`src/rtl/mult_share_arbiter_v.sv`:
```
// mult_share_arbiter_v
//   Round-robin front end that shares one 4x4 unsigned multiplier between
//   two requesters. One operand pair is accepted at a time over a
//   valid/ready handshake and held in operand registers. The product is
//   captured after MUL_CYCLES cycles and returned as two nibbles over a
//   second valid/ready handshake to the requester that was granted.
//
// Ports
//   i_clk, i_rst_n               clock, async active-low reset
//   i_reqK_valid / o_reqK_ready  operand handshake of requester K
//   i_reqK_au, i_reqK_bu         4-bit unsigned operands of requester K
//   o_rspK_valid / i_rspK_ready  result handshake of requester K
//   o_fu0, o_fu1                 product[3:0], product[7:4] (shared)
//   o_busy                       operation in flight (MUL or RESP)
//   o_grant_id                   requester currently/last granted
module mult_share_arbiter_v #(
  parameter int unsigned MUL_CYCLES = 1
) (
  input  logic       i_clk,
  input  logic       i_rst_n,
  input  logic       i_req0_valid,
  input  logic       i_req1_valid,
  output logic       o_req0_ready,
  output logic       o_req1_ready,
  input  logic [3:0] i_req0_au,
  input  logic [3:0] i_req0_bu,
  input  logic [3:0] i_req1_au,
  input  logic [3:0] i_req1_bu,
  output logic       o_rsp0_valid,
  output logic       o_rsp1_valid,
  input  logic       i_rsp0_ready,
  input  logic       i_rsp1_ready,
  output logic [3:0] o_fu0,
  output logic [3:0] o_fu1,
  output logic       o_busy,
  output logic       o_grant_id
);

  localparam logic [3:0] MC = 4'(MUL_CYCLES);

  typedef enum logic [1:0] {S_IDLE, S_MUL, S_RESP} state_e;

  state_e     state_q, state_d;
  logic [3:0] cnt_q, cnt_d;
  logic       prio_q, prio_d;
  logic       gid_q, gid_d;
  logic [3:0] au_q, au_d, bu_q, bu_d;
  logic [7:0] fu_q, fu_d;

  logic       gnt;      // requester selected by the arbiter this cycle
  logic       acc;      // operand handshake completes at the next edge
  logic       rsp_hs;   // result handshake of the granted requester
  logic [7:0] prod;

  // With both valid the pointer decides; otherwise whichever is valid.
  assign gnt    = (i_req0_valid && i_req1_valid) ? prio_q : i_req1_valid;
  // Reset gates the handshake so ready never shows while in reset.
  assign acc    = i_rst_n && (state_q == S_IDLE) &&
                  (gnt ? i_req1_valid : i_req0_valid);
  assign rsp_hs = gid_q ? i_rsp1_ready : i_rsp0_ready;
  assign prod   = {4'b0, au_q} * {4'b0, bu_q};

  // State register
  always_ff @(posedge i_clk or negedge i_rst_n) begin
    if (!i_rst_n) begin
      state_q <= S_IDLE;
      cnt_q   <= '0;
      prio_q  <= 1'b0;
      gid_q   <= 1'b0;
      au_q    <= '0;
      bu_q    <= '0;
      fu_q    <= '0;
    end else begin
      state_q <= state_d;
      cnt_q   <= cnt_d;
      prio_q  <= prio_d;
      gid_q   <= gid_d;
      au_q    <= au_d;
      bu_q    <= bu_d;
      fu_q    <= fu_d;
    end
  end

  // Next state and datapath
  always_comb begin
    state_d = state_q;
    cnt_d   = cnt_q;
    prio_d  = prio_q;
    gid_d   = gid_q;
    au_d    = au_q;
    bu_d    = bu_q;
    fu_d    = fu_q;
    case (state_q)
      S_IDLE: begin
        if (acc) begin
          state_d = S_MUL;
          cnt_d   = MC;
          gid_d   = gnt;
          prio_d  = ~gnt;
          au_d    = gnt ? i_req1_au : i_req0_au;
          bu_d    = gnt ? i_req1_bu : i_req0_bu;
        end
      end
      S_MUL: begin
        cnt_d = cnt_q - 4'd1;
        if (cnt_q == 4'd1) begin
          fu_d    = prod;
          state_d = S_RESP;
        end
      end
      S_RESP: begin
        if (rsp_hs) state_d = S_IDLE;
      end
      default: state_d = S_IDLE;
    endcase
  end

  // Outputs
  always_comb begin
    o_req0_ready = acc && !gnt;
    o_req1_ready = acc && gnt;
    o_rsp0_valid = (state_q == S_RESP) && !gid_q;
    o_rsp1_valid = (state_q == S_RESP) && gid_q;
    o_busy       = (state_q != S_IDLE);
    o_grant_id   = gid_q;
    o_fu0        = fu_q[3:0];
    o_fu1        = fu_q[7:4];
  end

endmodule

```
`config.mk`:
```
export PLATFORM = sky130hd
export DESIGN_NAME = mult_share_arbiter_v
export DESIGN_NICKNAME = d
export VERILOG_FILES = /design/src/rtl/mult_share_arbiter_v.sv
export SDC_FILE = /design/constraint.sdc
export NUM_CORES = 1
export LEC_CHECK = 0
export CAP_MARGIN = 20
export CORE_AREA = 2 2 80 63
export DETAILED_ROUTE_END_ITERATION = 12
export DIE_AREA = 0 0 82 65
export PLACE_DENSITY_LB_ADDON = 0.2
export SLEW_MARGIN = 20
export SYNTH_ARGS = -nofsm -noshare
export SYNTH_HDL_FRONTEND = slang
export SYNTH_SLANG_ARGS = --single-unit
export TNS_END_PERCENT = 1
```
`constraint.sdc`:
```
create_clock -name i_clk -period 2.4 [get_ports i_clk]
set_input_delay 0.48 -clock i_clk [delete_from_list [all_inputs] [get_ports i_clk]]
set_output_delay 0.48 -clock i_clk [all_outputs]
set_load 0.01 [all_outputs]
```
==> Word-level counts from Yosys, hierarchy flattened <==
Index checks and enable logic that the tools add are counted.
{ "totals": {"ff_bits": 24, "output_inout_bits": 14} }
{ "op_classes": {"n_eq_ne": 6, "bitwise_logic": 1, "multipliers": 1, "reduce_logical": 16, "n_mux": 11, "n_addsub": 1} }
{ "ops": {"columns": ["operator", "n"], "rows": [
  ["2-to-1 mux 4 bit", 3],
  ["multiplier 4 x 4 -> 8 bit", 1],
  ["case mux 4 bit (2 select lines)", 1],
  ["logical AND 1 bit", 7],
  ["2-to-1 mux 2 bit", 3],
  ["inequality test 2 bit, second input constant", 3],
  ["case mux 2 bit (3 select lines)", 1],
  ["AND reduction 2 bit", 3],
  ["== test 4 x 1 -> 1 bit, second input constant", 1],
  ["nonzero test 2 bit", 2],
  ["subtractor 4 x 1 -> 4 bit, second input constant", 1],
  ["2-to-1 mux 1 bit", 3],
  ["AND reduction 3 bit", 1],
  ["== test 2 x 1 -> 1 bit, second input constant", 1],
  ["== test 2 bit, second input constant", 1],
  ["logical NOT 1 bit", 2],
  ["logical NOT 2 bit", 1],
  ["NOT 1 bit", 1]
]} }

==> Depth between registers and ports, before layout <==
Gate-level depths: netlist of the first run.
{ "depth": {"ltp_word": 6, "ltp_mapped": 10, "mapped_depth_nobuf": 10} }

==> Worst setup path after synthesis of the first run <==
OpenSTA, ideal clock, no wires.
{ "synth_timing": {"kind": "register to register", "from": "register au_q[0]", "to": "register fu_q[6]", "n_path_buf": 0, "setup_time_ps": 95, "path_stages_with_launch": 11, "path_slack_ps": -238, "arrival_time_ps": 2543, "t_required_ps": 2305, "cell_sequence": "dfrtp_1 -> nand2_1 -> fa_1 -> inv_1 -> fa_1 -> inv_1 -> fa_1 -> nor2b_1 -> o21ai_0 -> nor3b_1 -> o31ai_1"} }
{ "synth_via": {"elab_chain_len": 1} }
{ "synth_lines": {"columns": ["item", "line", "text"], "rows": [
  ["from (decl)", "47", "logic [3:0] au_q, au_d, bu_q, bu_d;"],
  ["from (signal assigned)", "78", "au_q <= au_d;"],
  ["multiplier 4 x 4 -> 8 bit", "61", "assign prod = {4'b0, au_q} * {4'b0, bu_q};"],
  ["to (signal assigned)", "80", "fu_q <= fu_d;"],
  ["to (decl)", "48", "logic [7:0] fu_q, fu_d;"]
]} }
No other way between the ends.
A chain may end at the register's enable or synchronous reset.

==> Final worst setup path of the first run <==
Ends and elaborated chain as after synthesis.

==> results of run 1 <==
## stage by stage
step                cell area (um^2)  setup WS, ns  hold WS, ns  power (W)  utilization (%)
CTS                             2160        -0.176        0.363    0.00229             46.7
global route                    2190        -0.294        0.383    0.00254             47.3
detailed placement              2100        -0.175        0.475    0.00199             45.5
floorplan                       1560       -0.0556        0.184    0.00144                -
finish                          2190        -0.121        0.380    0.00229             47.3
global placement                2100       -0.0817        0.466    0.00195             45.5
## layout by cell type (no fill, tap or decap), types with 2 or more instances in the layout
cell	synthesis	layout
inv_1	13	13
nand3_1	2	2
nand2b_1	2	2
xor2_1	3	3
nand4b_1	3	3
clkbuf_8	0	4
fa_1	4	3
nand2_1	22	19
nor2_1	8	8
dfrtp_1	24	24
clkdlybuf4s50_1	0	32
a21o_1	2	2
o21ai_1	5	6
mux2i_1	8	8
nor3_1	2	2
a21oi_1	2	2
nor2b_1	2	2
o21ai_0	15	13
buf_4	1	19
ha_1	14	13
nand2_2	1	4
mux2_2	4	4
dlymetal6s2s_1	0	2
and2_1	10	10
## state kept, by name (all words and copies together) (netlist names)
signal and flops:
cnt_q 4, state_q 2, au_q 4, fu_q 8, bu_q 4, o_grant_id 1
prio_q 1
## logic make-up after synthesis
family	after synthesis	synth area share (%)
flip-flops	24	38.6
multiplexers	12	8.05
buffers and inverters	18	4.83
AND/OR/NAND/NOR	56	19.2
adder cells (fa/ha/maj)	18	16.4
XOR/XNOR	4	2.25
AO/OA/AOI/OAI	29	10.6
## power groups by stage
stage,Clock (W),Combinational [W],Sequential (W)
final,0.000279,0.00129,0.000721
after global routing,0.000308,0.00148,0.000749
after CTS,0.000294,0.00128,0.000714
after detailed placement,0,0.00127,0.000720
after global placement,0,0.00124,0.000712
after floorplan,0,0.000713,0.000727
## critical path, stage by stage, from the launching register on
cell	delay [ns]
dfrtp_1	0.38
nand2_2	0.06
fa_1	0.53
inv_1	0.05
fa_1	0.50
inv_1	0.07
fa_2	0.35
nor2b_1	0.11
o21ai_1	0.07
nor3b_1	0.14
o31ai_1	0.19
## metal layers
metal / wire, um / up-vias / global-route usage (%)
met1: 1580 / 562 / 18.7
li1: - / 651 / -
met4: 49 / 0 / 5.00
met5: 0 / - / 0
met3: 205 / 4 / 3.90
met2: 1440 / 33 / 23.5
## worst paths after layout
| path | to | slack, ns | depth (start not counted) |
|---|---|---|---|
| max | fu_q[6] | -0.12 | 10 |
| min | prio_q | 0.38 | 2 |
| max reg2reg | fu_q[6] | -0.12 | 10 |
| min reg2reg | fu_q[5] | 0.49 | 2 |
| max in group asynchronous | bu_q[0] | 1.69 | 2 |
| min in group i_clk | fu_q[5] | 0.49 | 2 |
## cell type report
cell class                      instances  share of cell area [%]
Clock buffer                            4                    2.52
Sequential cell                        24                    27.5
Inverter                               13                    2.23
Multi-Input combinational cell        119                    41.6
Tap cell                               60                    3.43
Timing Repair Buffer                   54                    22.7
## what timing repair did
action | CTS | global route
resized for setup | 3 | 6
pin swaps | 0 | 1
endpoints found under the setup margin | 6 | 6
buffers inserted | 0 | 0
==> summary.txt, run 1 <==
final hold violation count - 0
register share of total power - 31.5%
Slew headroom - 80.8%
Netlist Area Pre-Place - 0.00155 mm^2
area share of the largest cell type after synthesis - 38.6%
Inst Count DP - 270
chip width - 82 um
root buf cell - clkbuf_8
flops & latches, synth - 24
leakage - 1.07 nW
Num CTS Buffers - 3
# fillers - 457
Critical Path RT - 2.58 ns
Initial Util - 33.6%
Clock Power Share - 12.2%
maxcap violations - 0
Std-Cell Core Area - 0.00462 mm^2
vias in the first global route - 1,328
synth warn - 0
RSZ-0062 raised after global routing - true
Final setup viols - 3
Async SR Flop Fraction - 100%
max-slew violations - 0
Sum Neg Setup Slack - -0.279 ns
status - finished, violations left
Setup WS post-layout - -0.121 ns
DR DRC count - 0
post-route insts no fill - 274
Pint - 0.00141 W
Die Span Y - 65 um
fmax - 0.397 GHz
gr ovfl total - 0
hpwl dp - 2.67 mm
CP Class - reg -> reg
vias per cell - 4.56
Detail Route Antenna Nets - 0
unique cell type count in the Yosys netlist - 33
vias - 1,250
clk_lat worst skew - 0.27 ns
ys flop type - dfrtp_1
pin count of the biggest net entering global routing - 23
Rows - 22
CTS Buffer Depth - 2
worst vdd ir - 427 uV
failing checks - negative setup slack
Die ar. - 0.00533 mm^2
CTS Hold Buffers Added - 0
crit path from - au_q[0]
CP max FO - 2
Comb pwr share - 56.3%
Power Density - 1050 mW/mm^2
drt wl/cell - 11.9 um
worst r2r src - au_q[0]
Syn Area/Cell - 9.65 um^2
Worst Setup Start Kind - flop
Setup crit end kind - flop
# port buffers - 35
ratio of cells with drive above 1 in the final layout - 17.3%
Hold Path Class - in -> async
top cells by area, synth - dfrtp_1 39%, ha_1 11%, nand2_1 5.3%
initial antenna violation count - 0
register area - 601 um^2
clock skew - 0.00605 ns
crit path DAT - 2.70 ns
fin crit share - 105%
Post-synth top cells - 24 x dfrtp_1, 22 x nand2_1, 15 x o21ai_0
GPL Wtd Cong - 0.729
sw frac - 38.5%
count leader, synth - dfrtp_1
Mapped Cells - 161
Nets - 255
Global Route Usage Sum - 14.5%
Num Clock Sinks - 24
sequential share of the synthesized area - 38.6%
antenna cell count - 0
top cell type by total area after synthesis - dfrtp_1
Clk pin slew, worst setup/hold paths - 0.09 ns
Switch Pwr - 0.000881 W
final wirelength - 3.27 mm
Worst-Margin Slew - 0.287 ns
syn_nets - 201
H-tree depth - 1
DR iter-0 viols - 32
first-pass GRT wire length - 5.84 mm
min cycle time layout - 2.52 ns
I/O Pins - 36
first drt pass iteration count - 4
Multi-input gate area - 910 um^2
CTS tree - yes
Layout Area Growth over Synthesis - 40.7%
number of synthesized flops with an enable pin - 0
Power figures use the tool's default switching activity.
==> run 2, diff against run 1 <==
--- a/config.mk
+++ b/config.mk
@@ -5,13 +5,13 @@
 export SDC_FILE = /design/constraint.sdc
 export NUM_CORES = 1
 export LEC_CHECK = 0
+export ABC_AREA = 1
 export CAP_MARGIN = 20
-export CORE_AREA = 2 2 80 63
+export CORE_AREA = 2 2 81 63
 export DETAILED_ROUTE_END_ITERATION = 12
-export DIE_AREA = 0 0 82 65
+export DIE_AREA = 0 0 83 65
 export PLACE_DENSITY_LB_ADDON = 0.2
 export SLEW_MARGIN = 20
 export SYNTH_ARGS = -nofsm -noshare
 export SYNTH_HDL_FRONTEND = slang
 export SYNTH_SLANG_ARGS = --single-unit
-export TNS_END_PERCENT = 1
==> run 2 against run 1 <==
Effect of this change:
- the flow still finishes with violations (negative setup slack)
- sequential power shrank 3.1%
- utilization shrank 1.4 points
- worst setup slack gained 0.11 ns
- routed wire length shrank 1.9%
- global-route usage shrank 1.8 points
- power grew 1.8%
- clock skew shrank 0.0018 ns
- worst hold slack gained 0.11 ns
==> summary.txt, run 2 <==
root buf cell - clkbuf_8 (unchanged)
worst vdd ir - 498 uV (was 427 uV)
vias in the first global route - 1,284 (was 1,328)
Std-Cell Core Area - 0.00471 mm^2 (was 0.00462 mm^2)
ratio of cells with drive above 1 in the final layout - 14.2% (was 17.3%)
Final setup viols - 1 (was 3)
Final Core Density - 45.9% (was 47.3%)
Critical R2R Capture - fu_q[6] (unchanged)
Mapped Cells - 197 (was 161)
failing checks - negative setup slack (unchanged)
unique cell type count in the Yosys netlist - 23 (was 33)
I/O Pins - 36 (unchanged)
final hold violation count - 0 (unchanged)
Die ar. - 0.00540 mm^2 (was 0.00533 mm^2)
syn_nets - 237 (was 201)
leakage - 1.16 nW (was 1.07 nW)
worst r2r src - bu_q[3] (was au_q[0])
maxcap violations - 0 (unchanged)
hold path cells - 2
drt wl/cell - 10.5 um (was 11.9 um)
Pwr Total - 0.00233 W (was 0.00229 W)
GPL Wtd Cong - 0.777 (was 0.729)
worst reg-to-reg setup slack - -0.01 ns (was -0.12 ns)
Worst Hold Endpoint - fu_q[3]
# fillers - 473 (was 457)
H-tree depth - 1 (unchanged)
ys flop type - dfrtp_1 (unchanged)
Inst Count DP - 303 (was 270)
Slew headroom - 79.7% (was 80.8%)
top cell type by total area after synthesis - dfrtp_1 (unchanged)
chip width - 83 um (was 82 um)
post-route insts no fill - 307 (was 274)
antenna cell count - 0 (unchanged)
sequential share of the synthesized area - 38.5% (was 38.6%)
gr ovfl total - 0 (unchanged)
register area - 601 um^2 (unchanged)
Die Span Y - 65 um (unchanged)
top cells by area, synth - dfrtp_1 38%, nand2_1 18%, ha_1 11% (was dfrtp_1 39%, ha_1 11%, nand2_1 5.3%)
min cycle time layout - 2.41 ns (was 2.52 ns)
design area - 0.00216 mm^2 (was 0.00219 mm^2)
flops & latches, synth - 24 (unchanged)
CTS Hold Buffers Added - 0 (unchanged)
Power Density - 1080 mW/mm^2 (was 1050 mW/mm^2)
DR DRC count - 0 (unchanged)
max FFs per register - 8 (unchanged)
vias - 1,346 (was 1,250)
CTS tree - yes (unchanged)
Initial Util - 33.1% (was 33.6%)
min-delay src - fu_q[3]
count leader, synth - nand2_1 (was dfrtp_1)
CP Class - reg -> reg (unchanged)
RSZ-0062 raised after global routing - true (unchanged)
Async SR Flop Fraction - 100% (unchanged)
Layout Area Growth over Synthesis - 38.4% (was 40.7%)
Detail Route Antenna Nets - 0 (unchanged)
Hold Path Class - reg -> reg (was in -> async)
most common cell after layout, fill and taps aside - nand2_1 (was clkdlybuf4s50_1)
first drt pass iteration count - 4 (unchanged)
Setup crit end kind - flop (unchanged)
Reg2Reg Depth - 11 (was 10)
clock skew - 0.00426 ns (was 0.00605 ns)
placed inst area - 0.00207 mm^2 (was 0.00210 mm^2)
final wirelength - 3.21 mm (was 3.27 mm)
Setup WS post-layout - -0.0105 ns (was -0.121 ns)
Rows - 22 (unchanged)
initial antenna violation count - 0 (unchanged)
area share of the largest cell type after synthesis - 38.5% (was 38.6%)
hpwl dp - 2.56 mm (was 2.67 mm)
clk_lat worst skew - 0.26 ns (was 0.27 ns)
pin count of the biggest net entering global routing - 25 (was 23)
DR iter-0 viols - 64 (was 32)
Top reg by flops - fu_q (unchanged)
CP max FO - 2 (unchanged)
Worst-Margin Slew - 0.305 ns (was 0.287 ns)
number of synthesized flops with an enable pin - 0 (unchanged)
Global Route Usage Sum - 12.8% (was 14.5%)
fmax - 0.415 GHz (was 0.397 GHz)
# port buffers - 35 (unchanged)
fin crit share - 100% (was 105%)
vias per cell - 4.38 (was 4.56)
Syn Area/Cell - 7.92 um^2 (was 9.65 um^2)
Multi-input gate area - 870 um^2 (was 910 um^2)
status - finished, violations left (unchanged)
Worst Setup Start Kind - flop (unchanged)
Post-synth top cells - 76 x nand2_1, 29 x inv_1, 24 x dfrtp_1 (was 24 x dfrtp_1, 22 x nand2_1, 15 x o21ai_0)
crit path DAT - 2.57 ns (was 2.70 ns)
synth warn - 0 (unchanged)
Nets - 289 (was 255)
max-slew violations - 0 (unchanged)
Num CTS Buffers - 3 (unchanged)
Num Clock Sinks - 24 (unchanged)
most frequent cells in the layout - 74 x nand2_1, 34 x clkdlybuf4s50_1, 28 x inv_1 (was 32 x clkdlybuf4s50_1, 24 x dfrtp_1, 19 x nand2_1, 19 x buf_4)
Critical Path RT - 2.56 ns (was 2.58 ns)
CTS Buffer Depth - 2 (unchanged)
Netlist Area Pre-Place - 0.00156 mm^2 (was 0.00155 mm^2)
Clk pin slew, worst setup/hold paths - 0.08 ns (was 0.09 ns)
first-pass GRT wire length - 5.66 mm (was 5.84 mm)
==> run 2: cell count changes in the layout (fill, tap and decap cells not counted), sizes merged, moves of 3 or more <==
cell    delta
o21ai     -13
and2      -10
inv       +19
buf        -6
nand4b     -3
nand2     +53
a21oi      +4
nor2       +4
mux2       -4
mux2i      -8
nand3     +12
==> run 2: worst max-delay path: stages (launching register included) <==
cell and delay, ns:
dfrtp_1 0.37, nand2_2 0.07, fa_1 0.52, inv_1 0.05, fa_1 0.52, inv_2 0.05, fa_2 0.33, nand3b_1 0.16
nand2_1 0.08, nand2_1 0.05, nand3_1 0.07, nand2_1 0.05
==> run 2: metal layers <==
layer | track usage, % | vias up | share of wire [%]
met3 | 4.08 | 2 | 5.8
met2 | 19.0 | 34 | 39
li1 | - | 714 | -
met1 | 18.5 | 596 | 54
met5 | 0 | - | 0
met4 | 1.84 | 0 | 0.65
==> run 2: power by group <==
part	internal [W]	total (W)	switching [W]
clock network	0.000112	0.000232	0.000120
logic	0.000661	0.00140	0.000737
registers	0.000576	0.000699	0.000123
==> run 2: cell type report <==
| class | instances | area share, % |
|---|---|---|
| clock buffers | 3 | 1.91 |
| multi-input cells | 140 | 40.3 |
| flip-flops and latches | 24 | 27.8 |
| inverters | 32 | 5.68 |
| well taps | 60 | 3.48 |
| repair buffers | 48 | 20.9 |
==> run 2: cells by family after synthesis <==
logic type	Yosys count	share of synthesized area, %
flip-flops	24	38.5
adder cells (fa/ha/maj)	18	16.4
AND/OR/NAND/NOR	105	29.4
AO/OA/AOI/OAI	16	6.82
XOR/XNOR	1	0.561
buffers and inverters	33	8.34
==> run 2: how the worst max path moves through the flow <==
stage | cells past startpoint | to | slack, ns | startpoint
2_1_floorplan | 11 | fu_q[6] | 0.009 | bu_q[3]
3_3_place_gp | 6 | o_req0_ready | 0.02 | i_req0_valid
3_5_place_dp | 11 | fu_q[6] | -0.03 | bu_q[3]
4_1_cts | 11 | fu_q[6] | -0.04 | bu_q[3]
5_1_grt | 11 | fu_q[6] | -0.14 | bu_q[3]
6_report | 11 | fu_q[6] | -0.01 | bu_q[3]
==> run 2: through the flow <==
step	setup slack (ns)	setup TNS (ns)	hold WS (ns)
final	-0.0105	-0.0105	0.487
after global routing	-0.139	-0.297	0.516
after CTS	-0.0406	-0.0602	0.484
after detailed placement	-0.0266	-0.0341	0.464
after global placement	0.0164	0	0.456
after floorplan	0.00882	0	0.184
==> run 2: timing repair <==
item	4_1_cts	5_1_grt
pin swaps	0	2
gates resized for setup	0	7
endpoints found under the setup margin	2	5
buffers inserted	0	1
